### src/rtl/mdio_pkg.sv
// mdio_pkg: shared constants and state type for the MDIO Clause 22 responder.
package mdio_pkg;

    localparam logic [1:0] OP_READ  = 2'b10;
    localparam logic [1:0] OP_WRITE = 2'b01;

    localparam int unsigned PHYAD_W  = 5;
    localparam int unsigned REGAD_W  = 5;
    localparam int unsigned DATA_W   = 16;
    localparam int unsigned TA_LEN   = 2;
    localparam int unsigned NUM_REGS = 32;

    typedef enum logic [2:0] {
        StIdle,
        StSt,
        StOp,
        StPhyad,
        StRegad,
        StTa,
        StData
    } mdio_state_e;

endpackage

### src/rtl/mdio_edge_sync.sv
// mdio_edge_sync: 2-flop synchronizer for MDC and MDIO plus an MDC rising-edge pulse.
module mdio_edge_sync (
    input  logic clk,
    input  logic rst_n,
    input  logic mdc,
    input  logic mdio_i,
    output logic mdio_s,
    output logic mdc_rise
);

    logic [2:0] mdc_q;
    logic [1:0] mdio_q;

    // Shift raw pins into the clk domain; MDC history resets high so reset release never
    // fabricates a rising edge.
    always_ff @(posedge clk or negedge rst_n) begin
        if (!rst_n) begin
            mdc_q  <= 3'b111;
            mdio_q <= 2'b11;
        end else begin
            mdc_q  <= {mdc_q[1:0], mdc};
            mdio_q <= {mdio_q[0], mdio_i};
        end
    end

    assign mdio_s   = mdio_q[1];
    assign mdc_rise = mdc_q[1] & ~mdc_q[2];

endmodule

### src/rtl/mdio_slave_responder.sv
// mdio_slave_responder: Clause 22 MDIO responder (PHY side) owning a 32x16 register file.
// MDC/MDIO are oversampled in the clk domain; MDC is never used as a clock.
// Build option: define MDIO_BCAST_EN to also accept PHY address 0 for write frames.
module mdio_slave_responder
    import mdio_pkg::*;
#(
    parameter logic [4:0]  PHY_ADDR = 5'd1,
    parameter int unsigned PRE_LEN  = 32,
    parameter logic [31:0] RO_MASK  = 32'h0
) (
    input  logic        clk,
    input  logic        rst_n,
    input  logic        mdc,
    input  logic        mdio_i,
    output logic        mdio_o,
    output logic        mdio_oe,
    input  logic        loc_wr_en,
    input  logic [4:0]  loc_wr_addr,
    input  logic [15:0] loc_wr_data,
    output logic        reg_wr_valid,
    output logic [4:0]  reg_wr_addr,
    output logic [15:0] reg_wr_data,
    output logic        rd_done,
    output logic        frame_err
);

    localparam int unsigned       ONES_W    = (PRE_LEN == 0) ? 1 : $clog2(PRE_LEN + 1);
    localparam logic [ONES_W-1:0] PRE_CNT   = ONES_W'(PRE_LEN);
    localparam logic [3:0]        OP_LAST   = 4'd1;
    localparam logic [3:0]        PHY_LAST  = 4'(PHYAD_W - 1);
    localparam logic [3:0]        REG_LAST  = 4'(REGAD_W - 1);
    localparam logic [3:0]        TA_LAST   = 4'(TA_LEN - 1);
    localparam logic [3:0]        DATA_LAST = 4'(DATA_W - 1);

    logic mdio_s;
    logic mdc_rise;

    mdio_edge_sync u_sync (
        .clk      (clk),
        .rst_n    (rst_n),
        .mdc      (mdc),
        .mdio_i   (mdio_i),
        .mdio_s   (mdio_s),
        .mdc_rise (mdc_rise)
    );

    mdio_state_e         state_q, state_d;
    logic [3:0]          cnt_q, cnt_d;
    logic [ONES_W-1:0]   ones_q, ones_d;
    logic                op_rd_q, op_rd_d;
    logic [4:0]          fld_q, fld_d;
    logic [4:0]          regad_q, regad_d;
    logic [DATA_W-1:0]   shift_q, shift_d;
    logic                oe_q, oe_d;
    logic                o_q, o_d;
    logic                wr_valid_q, wr_valid_d;
    logic [4:0]          wr_addr_q, wr_addr_d;
    logic [DATA_W-1:0]   wr_data_q, wr_data_d;
    logic                rd_done_q, rd_done_d;
    logic                err_q, err_d;
    logic                mdio_we;
    logic                phy_ok;
    logic [4:0]          fld_nxt;
    logic [DATA_W-1:0]   wr_word;
    logic [DATA_W-1:0]   rf_q [NUM_REGS];

    assign fld_nxt = {fld_q[3:0], mdio_s};
    assign wr_word = {shift_q[DATA_W-2:0], mdio_s};

`ifdef MDIO_BCAST_EN
    // Address 0 is a write-only broadcast; reads to it stay silent.
    assign phy_ok = (fld_nxt == PHY_ADDR) || ((fld_nxt == 5'd0) && !op_rd_q);
`else
    assign phy_ok = (fld_nxt == PHY_ADDR);
`endif

    // Frame decoder: advances one bit per synchronized MDC rising edge.
    always_comb begin
        state_d    = state_q;
        cnt_d      = cnt_q;
        ones_d     = ones_q;
        op_rd_d    = op_rd_q;
        fld_d      = fld_q;
        regad_d    = regad_q;
        shift_d    = shift_q;
        oe_d       = oe_q;
        o_d        = o_q;
        wr_addr_d  = wr_addr_q;
        wr_data_d  = wr_data_q;
        wr_valid_d = 1'b0;
        rd_done_d  = 1'b0;
        err_d      = 1'b0;
        mdio_we    = 1'b0;
        if (mdc_rise) begin
            unique case (state_q)
                StIdle: begin
                    if (mdio_s) begin
                        if (ones_q != PRE_CNT) ones_d = ones_q + 1'b1;
                    end else begin
                        ones_d = '0;
                        if (ones_q >= PRE_CNT) begin
                            state_d = StSt;
                            cnt_d   = '0;
                        end
                    end
                end
                StSt: begin
                    if (mdio_s) begin
                        state_d = StOp;
                        cnt_d   = '0;
                    end else begin
                        err_d   = 1'b1;
                        state_d = StIdle;
                    end
                end
                StOp: begin
                    fld_d = fld_nxt;
                    if (cnt_q == OP_LAST) begin
                        cnt_d = '0;
                        case ({fld_q[0], mdio_s})
                            OP_READ: begin
                                op_rd_d = 1'b1;
                                state_d = StPhyad;
                            end
                            OP_WRITE: begin
                                op_rd_d = 1'b0;
                                state_d = StPhyad;
                            end
                            default: begin
                                err_d   = 1'b1;
                                state_d = StIdle;
                            end
                        endcase
                    end else begin
                        cnt_d = cnt_q + 4'd1;
                    end
                end
                StPhyad: begin
                    fld_d = fld_nxt;
                    if (cnt_q == PHY_LAST) begin
                        cnt_d   = '0;
                        state_d = phy_ok ? StRegad : StIdle;
                    end else begin
                        cnt_d = cnt_q + 4'd1;
                    end
                end
                StRegad: begin
                    fld_d = fld_nxt;
                    if (cnt_q == REG_LAST) begin
                        cnt_d   = '0;
                        regad_d = fld_nxt;
                        // Snapshot now so later local writes cannot alter the frame.
                        if (op_rd_q) shift_d = rf_q[fld_nxt];
                        state_d = StTa;
                    end else begin
                        cnt_d = cnt_q + 4'd1;
                    end
                end
                StTa: begin
                    if (cnt_q == TA_LAST) begin
                        cnt_d   = '0;
                        state_d = StData;
                        if (op_rd_q) begin
                            o_d     = shift_q[DATA_W-1];
                            shift_d = {shift_q[DATA_W-2:0], 1'b0};
                        end
                    end else begin
                        cnt_d = cnt_q + 4'd1;
                        if (op_rd_q) begin
                            oe_d = 1'b1;
                            o_d  = 1'b0;
                        end
                    end
                end
                StData: begin
                    if (op_rd_q) begin
                        if (cnt_q == DATA_LAST) begin
                            oe_d      = 1'b0;
                            o_d       = 1'b1;
                            rd_done_d = 1'b1;
                            state_d   = StIdle;
                        end else begin
                            o_d     = shift_q[DATA_W-1];
                            shift_d = {shift_q[DATA_W-2:0], 1'b0};
                            cnt_d   = cnt_q + 4'd1;
                        end
                    end else begin
                        shift_d = wr_word;
                        if (cnt_q == DATA_LAST) begin
                            state_d = StIdle;
                            if (!RO_MASK[regad_q]) begin
                                mdio_we    = 1'b1;
                                wr_valid_d = 1'b1;
                                wr_addr_d  = regad_q;
                                wr_data_d  = wr_word;
                            end
                        end else begin
                            cnt_d = cnt_q + 4'd1;
                        end
                    end
                end
                default: state_d = StIdle;
            endcase
        end
    end

    // Decoder state and registered pad/pulse outputs.
    always_ff @(posedge clk or negedge rst_n) begin
        if (!rst_n) begin
            state_q    <= StIdle;
            cnt_q      <= '0;
            ones_q     <= '0;
            op_rd_q    <= 1'b0;
            fld_q      <= '0;
            regad_q    <= '0;
            shift_q    <= '0;
            oe_q       <= 1'b0;
            o_q        <= 1'b1;
            wr_valid_q <= 1'b0;
            wr_addr_q  <= '0;
            wr_data_q  <= '0;
            rd_done_q  <= 1'b0;
            err_q      <= 1'b0;
        end else begin
            state_q    <= state_d;
            cnt_q      <= cnt_d;
            ones_q     <= ones_d;
            op_rd_q    <= op_rd_d;
            fld_q      <= fld_d;
            regad_q    <= regad_d;
            shift_q    <= shift_d;
            oe_q       <= oe_d;
            o_q        <= o_d;
            wr_valid_q <= wr_valid_d;
            wr_addr_q  <= wr_addr_d;
            wr_data_q  <= wr_data_d;
            rd_done_q  <= rd_done_d;
            err_q      <= err_d;
        end
    end

    // Register file; the local write is issued last so it wins a same-address collision.
    always_ff @(posedge clk or negedge rst_n) begin
        if (!rst_n) begin
            for (int unsigned i = 0; i < NUM_REGS; i++) rf_q[i] <= '0;
        end else begin
            if (mdio_we) rf_q[regad_q] <= wr_word;
            if (loc_wr_en) rf_q[loc_wr_addr] <= loc_wr_data;
        end
    end

    assign mdio_oe      = oe_q;
    assign mdio_o       = o_q;
    assign reg_wr_valid = wr_valid_q;
    assign reg_wr_addr  = wr_addr_q;
    assign reg_wr_data  = wr_data_q;
    assign rd_done      = rd_done_q;
    assign frame_err    = err_q;

endmodule

### config.mk
export PLATFORM = sky130hd
export DESIGN_NAME = mdio_slave_responder
export DESIGN_NICKNAME = d
export VERILOG_FILES = /design/src/rtl/mdio_pkg.sv /design/src/rtl/mdio_edge_sync.sv /design/src/rtl/mdio_slave_responder.sv
export SDC_FILE = /design/constraint.sdc
export NUM_CORES = 2
export LEC_CHECK = 0
export ABC_AREA = 1
export CAP_MARGIN = 10
export CORE_MARGIN = 2
export CORE_UTILIZATION = 60
export CTS_CLUSTER_SIZE = 25
export DETAILED_ROUTE_END_ITERATION = 7
export PLACE_DENSITY = 0.77
export SLEW_MARGIN = 0
export SYNTH_ARGS = -nofsm -noshare
export SYNTH_HDL_FRONTEND = slang
export SYNTH_SLANG_ARGS = --single-unit
### constraint.sdc
create_clock -name clk -period 2.4 [get_ports clk]
set_clock_uncertainty 0.15 [all_clocks]
set_input_delay 0.24 -clock clk [delete_from_list [all_inputs] [get_ports clk]]
set_output_delay 0.24 -clock clk [all_outputs]
set_load 0.005 [all_outputs]
Word level (Yosys, flattened, before mapping). Memory sizes are Yosys's and may differ from the RTL's. Index checks and enable logic that the tools add are counted.

Output and inout bits: 26. Input port bits: 26. Memories: 1. Logic and storage cells: 179. Flip-flop bits (word level): 582. ROM bits: 32.

Reductions and logical operators: 21. Magnitude comparators: 7. Bitwise gates (word level): 7. $add $sub $neg: 2. Eq/ne operators: 28. Mux-type cells: 65.

Memory list: (name not given) (words 32, bits a word 1, rd ports 1, clocked after Yosys merged registers in 0, write ports 0, RTL line mdio_slave_responder.sv:191) `if (!RO_MASK[regad_q]) begin`.

Operators with widths (number): bitwise mux 512 bit (2); 2-to-1 mux 512 bit (2); demux 16 bit (select 5 bit) (2); 2-to-1 mux 16 bit (10); binary-select mux 16 bit (select 5 bit) (1); case mux 16 bit (3 select lines) (1); != test 2 bit (second input constant) (13); >= comparator 6 bit (second input constant) (4); 2-to-1 mux 3 bit (8); 2-to-1 mux 4 bit (6); 2-to-1 mux 1 bit (23); case mux 3 bit (7 select lines) (1); case mux 4 bit (5 select lines) (1); NOT 5 -> 6 bit (3); < comparator 6 x 1 -> 1 bit (second input constant) (2); 2-to-1 mux 6 bit (2); AND reduction 6 bit (2); == test 3 bit (second input constant) (3); case mux 1 bit (2 select lines) (4); AND reduction 4 bit (2); AND reduction 8 bit (1); AND reduction 7 bit (1); adder 6 x 1 -> 6 bit (second input constant) (1); == test 3 x 2 -> 1 bit (second input constant) (2); other kinds (25) (33).

Longest topological paths before layout.
Word-level depth: 10. Gate-level depth with buffers: 15. Gate-level depth less buffers: 13.

Modules after synthesis. A second synthesis with hierarchy kept.

Cells, all modules: 4617. Area total of the unflattened synthesis: 32996.6 µm².

Modules (own cells, without submodules): mdio_slave_responder (cells an instance 4610, area an instance 32855.3 µm², sequential area each 14440.1 µm², instances 1); mdio_edge_sync (cells an instance 7, area an instance 141.4 µm², sequential area each 131.4 µm², instances 1).

Worst setup path before layout. No wires, ideal clock.

Path kind: register to register. From: register cnt_q[0]. To: register rf_q[31] (netlist name). Data required time: 2130 ps. Path slack: 312 ps. Period minus slack after synthesis: 2088 ps. Stages on the path, launching flop included: 13. Buffers on the path: 2. Data arrival time: 1818 ps. Library setup time: 120 ps. Path through: dfrtp_1 ha_1 nand3_2 nor2_4 nand3_4 nor2_8 nand2_2 buf_6 buf_6 nand2_1 nand3_1 o21ai_0 inv_1.

Longest elaborated chain between the ends: 8.

RTL lines: start: declaration (RTL line mdio_slave_responder.sv:48) `logic [3:0] cnt_q, cnt_d;`; start signal: assignment (RTL line mdio_slave_responder.sv:226) `cnt_q <= cnt_d;`; == test 4 bit (*) (RTL line mdio_slave_responder.sv:189) `if (cnt_q == DATA_LAST) begin`; 2-to-1 mux 1 bit (*) (RTL line mdio_slave_responder.sv:189); 2-to-1 mux 1 bit (*) (RTL line mdio_slave_responder.sv:176) `if (op_rd_q) begin`; 2-to-1 mux 1 bit (*) (RTL line mdio_slave_responder.sv:95) `unique case (state_q)`; 2-to-1 mux 1 bit (*) (RTL line mdio_slave_responder.sv:94) `if (mdc_rise) begin`; 2-to-1 mux 512 bit (*) (RTL line mdio_slave_responder.sv:247) `if (mdio_we) rf_q[regad_q] <= wr_word;`; bitwise mux 512 bit (RTL line mdio_slave_responder.sv:248) `if (loc_wr_en) rf_q[loc_wr_addr] <= loc_wr_data;`; 2-to-1 mux 512 bit (*) (RTL line mdio_slave_responder.sv:248); end signal: indexed assignment (RTL line mdio_slave_responder.sv:247); end signal: indexed assignment (RTL line mdio_slave_responder.sv:248); end: declaration (RTL line mdio_slave_responder.sv:65) `logic [DATA_W-1:0] rf_q [NUM_REGS];`.

Every way passes the cells marked *; elsewhere a longest branch is shown, timed or not. A chain may end at the register's enable or synchronous reset.

Worst setup path after layout.
From: register u_sync.mdio_q[1]. To: register shift_q[4].

Longest elaborated chain between the ends: 7.

RTL lines: start: declaration (RTL line mdio_edge_sync.sv:12) `logic [1:0] mdio_q;`; start signal: assignment (RTL line mdio_edge_sync.sv:22) `mdio_q <= {mdio_q[0], mdio_i};`; NOT 5 -> 6 bit (implied by the code) (RTL line mdio_slave_responder.sv:153) `if (op_rd_q) shift_d = rf_q[fld_nxt];`; binary-select mux 16 bit (select 5 bit) (RTL line mdio_slave_responder.sv:153); 2-to-1 mux 16 bit (implied by the code) (2 in a row) (RTL line mdio_slave_responder.sv:153); 2-to-1 mux 16 bit (RTL line mdio_slave_responder.sv:153); 2-to-1 mux 16 bit (RTL line mdio_slave_responder.sv:149) `if (cnt_q == REG_LAST) begin`; case mux 16 bit (3 select lines) (RTL line mdio_slave_responder.sv:95); end signal: assignment (RTL line mdio_slave_responder.sv:231) `shift_q <= shift_d;`; end: declaration (RTL line mdio_slave_responder.sv:53) `logic [DATA_W-1:0] shift_q, shift_d;`.

Every way passes these cells. The select of a mux whose other input is x is not followed.

==> impl_metrics.yaml <==
die:
  io_pins: 52
  die_x_um: 240
  dieArea_um2: 57400
  rows: 86
  initial_core_util: 0.606
  core_area_um2: 55000
  dieHeight_um: 240
placed_design:
  dp_hpwl_um: 90000
  io_buffers: 51
  gp_congestion: 1.04
  post_dp_cell_area_um2: 36700
drt:
  routed_wirelength_um: 138000
  wl_per_cell_um: 23.9
  via_per_inst: 6.16
  postRouteAntennaNets: 0
  drt_iter0_drc: 5418
  dr_total_vias: 35500
  firstDrtPassIters: 7
  drc_errors: 0
worst_setup_path:
  end_kind: "flip-flop"
  path_class: "flip-flop to flip-flop"
  crit_required_ps: 2760
  worstReg2RegStart: "u_sync.mdio_q[1]"
  ff2ff_path_depth: 11
  r2r_end: "shift_q[4]"
  critPathLaunchType: "flip-flop"
  cp.arrival_ps: 2780
  crit_fanout: 35
  r2r_slack_ps: -20
synthesis:
  seq_area_frac_synth: 0.438
  synth_commonest_cells: "nand2_1 (1365), o21ai_0 (656), dfrtp_1 (576)"
  syn_avg_cell_area_um2: 6.88
  async_flop_share: 1.00
  synth_top_area_share: 0.433
  syn-num-nets: 4872
  synth_area_um2: 33300
  synthFlopType: "dfrtp_1"
  synthTopCellsByArea: "dfrtp_1 (43%), nand2_1 (15%), o21ai_0 (9.9%)"
  yosysWarnings: 0
  yosys.area.top_type: "dfrtp_1"
  synthCells: 4838
  synth-seq-cells: 582
  synth-edff-count: 0
  synth_most_common_cell: "nand2_1"
  yosysUniqueCellTypes: 34
power:
  finalPower_w: 0.0280
  ir_worst_vdd_v: 0.000565
  seq_power_share: 0.444
  power_switching_w: 0.00833
  p_per_area_nw_per_um2: 711
  swShare: 0.297
  p_leak_nw: 18.6
  p_int_w: 0.0197
  p_comb_frac: 0.180
  clockPowerShare: 0.376
global_routing:
  grt_pass1_vias: 32600
  grt_antenna_before_repair: 8
  track_usage: 0.479
  grt_overflow: 0
  grt_pass1_wl_um: 204000
  grt_max_degree: 64
flow_run:
  max-cap-violations: 0
clock_network:
  cts_buffers: 67
  path_clk_slew_ps: 60
  cts_sinks: 582
  root_buffer: "clkbuf_16"
  clockBufferDepth: 3
  cts_max_level: 3
  insertion_delay_ps: 620
  cts_tree: "yes"
sta:
  grt_setup_unrepaired: "true"
  setup_viol: 2
  setup_slack_ps: -18.6
  max_freq_mhz: 413
  post-route-min-period_ps: 2420
  relSlewSlack: 0.361
  period_share: 1.01
  hold_slack_ps: 91.5
  drv_slew: 0
  hold_viol: 0
  worstMarginPinSlew_ps: 957
  tns_ps: -30.5
min_path:
  worstHoldPathType: "primary input to async pin"
final_layout:
  final_area_um2: 39400
  layout-drive-gt1-share: 0.116
  area_growth_pct: 18.3
  final_core_util: 0.717
  final_nets: 5003
run_status:
  violations: "setup timing"
  status: "complete, but fails checks"
worst max-delay path, stage by stage, from the launching register on:
cell	delay, ps
dfstp_4	710
inv_8	90
buf_12	180
buf_4	180
o21ai_0	370
nand3_1	140
nand3_1	130
nand2_1	110
nor2_1	100
nand2_1	50
nand2_1	50
nand2_1	40
how the worst max path moves through the flow:
stage,to,depth (start not counted),slack (ps),start
floorplan,rf_q[31],12,310,cnt_q[0]
global placement,rf_q[101],8,-200,u_sync.mdc_q[1]
detailed placement,rf_q[101],8,-190,u_sync.mdc_q[1]
CTS,rf_q[241],12,10,cnt_q[1]
global route,shift_q[10],13,-30,u_sync.mdio_q[1]
finish,shift_q[4],11,-20,u_sync.mdio_q[1]
stage by stage:
| step | setup WS [ps] | instances |
|---|---|---|
| 2_1_floorplan | 312 | 4838 |
| 3_3_place_gp | -204 | 5632 |
| 3_5_place_dp | -194 | 5632 |
| 4_1_cts | 11.3 | 5758 |
| 5_1_grt | -31.7 | 5769 |
| 6_report | -18.6 | 5771 |
cell usage in the layout (no fill, tap or decap), types with 4 or more instances in the layout:
| cell | count |
|---|---|
| a31oi_1 | 25 |
| nor2_1 | 434 |
| clkbuf_1 | 21 |
| dfstp_2 | 5 |
| inv_1 | 457 |
| clkdlybuf4s50_1 | 48 |
| dlygate4sd3_1 | 5 |
| clkbuf_16 | 75 |
| o22ai_1 | 26 |
| buf_12 | 67 |
| nor2_2 | 11 |
| o21ai_1 | 54 |
| o21ai_0 | 650 |
| nand3_1 | 495 |
| inv_2 | 26 |
| clkinv_1 | 13 |
| nand3_2 | 17 |
| clkinv_2 | 12 |
| a22oi_1 | 67 |
| nand2_1 | 1358 |
| nor2_4 | 8 |
| buf_6 | 8 |
| nor3_1 | 30 |
| nand2_4 | 5 |
| buf_16 | 4 |
| o211ai_1 | 30 |
| nand2_2 | 16 |
| dfrtp_1 | 573 |
| a21oi_1 | 139 |
| ha_1 | 7 |
| clkbuf_8 | 15 |
| buf_4 | 286 |
| clkinvlp_4 | 5 |
power groups by stage:
stage	combinational [W]	sequential (W)	clock, W
2_1_floorplan	0.00326	0.0122	0
3_3_place_gp	0.00463	0.0125	0
3_5_place_dp	0.00478	0.0125	0
4_1_cts	0.00484	0.0124	0.0105
5_1_grt	0.00571	0.0126	0.0109
6_report	0.00505	0.0124	0.0105
metal layers:
layer | vias to the layer above | GRT usage | wire length [um] | share of wire
li1 | 15800 | - | - | -
met1 | 16300 | 0.628 | 49100 | 0.36
met2 | 2717 | 0.670 | 56100 | 0.41
met3 | 679 | 0.155 | 21300 | 0.15
met4 | 6 | 0.328 | 11300 | 0.082
met5 | - | 0 | 53 | 0.00038
registers in the layout, summed over array words and instances, names as in the netlist, 2 cells and up:
signal,flops
rf_q,512
reg_wr_data,16
shift_q,16
ones_q,6
reg_wr_addr,5
regad_q,5
cnt_q,4
fld_q,4
state_q,3
u_sync.mdc_q,3
u_sync.mdio_q,2
timing repair:
| item | CTS | global route |
|---|---|---|
| pin swaps | 0 | 6 |
| resized for setup | 4 | 57 |
| setup buffers | 0 | 7 |
| hold buffers | 5 | 0 |
| cloned | 0 | 4 |
| endpoints found under the setup margin | 13 | 197 |
| endpoints found under the hold margin | 79 | 0 |
layout make-up:
cell class	instances	area [um2]
repair buffers	426	4360
fillers	4511	15600
clock inverters	14	154
clock buffers	107	2060
diodes	2	5.00
inverters	505	1920
flip-flops and latches	582	14600
multi-input cells	3387	15400
well taps	748	936
logic make-up (layout without fill, tap and decap cells):
| logic type | count (synthesis) | count (layout) | share of synthesized area |
|---|---|---|---|
| buffers and inverters | 869 | 1052 | 0.105 |
| AND/OR/NAND/NOR | 2383 | 2383 | 0.295 |
| other | 0 | 2 | 0 |
| multiplexers | 1 | 1 | 0.000301 |
| AO/OA/AOI/OAI | 993 | 993 | 0.159 |
| XOR/XNOR | 2 | 2 | 0.000526 |
| adder cells (fa/ha/maj) | 8 | 8 | 0.00301 |
| flip-flops | 582 | 582 | 0.438 |
No activity file was read; power rests on OpenSTA's default activity.
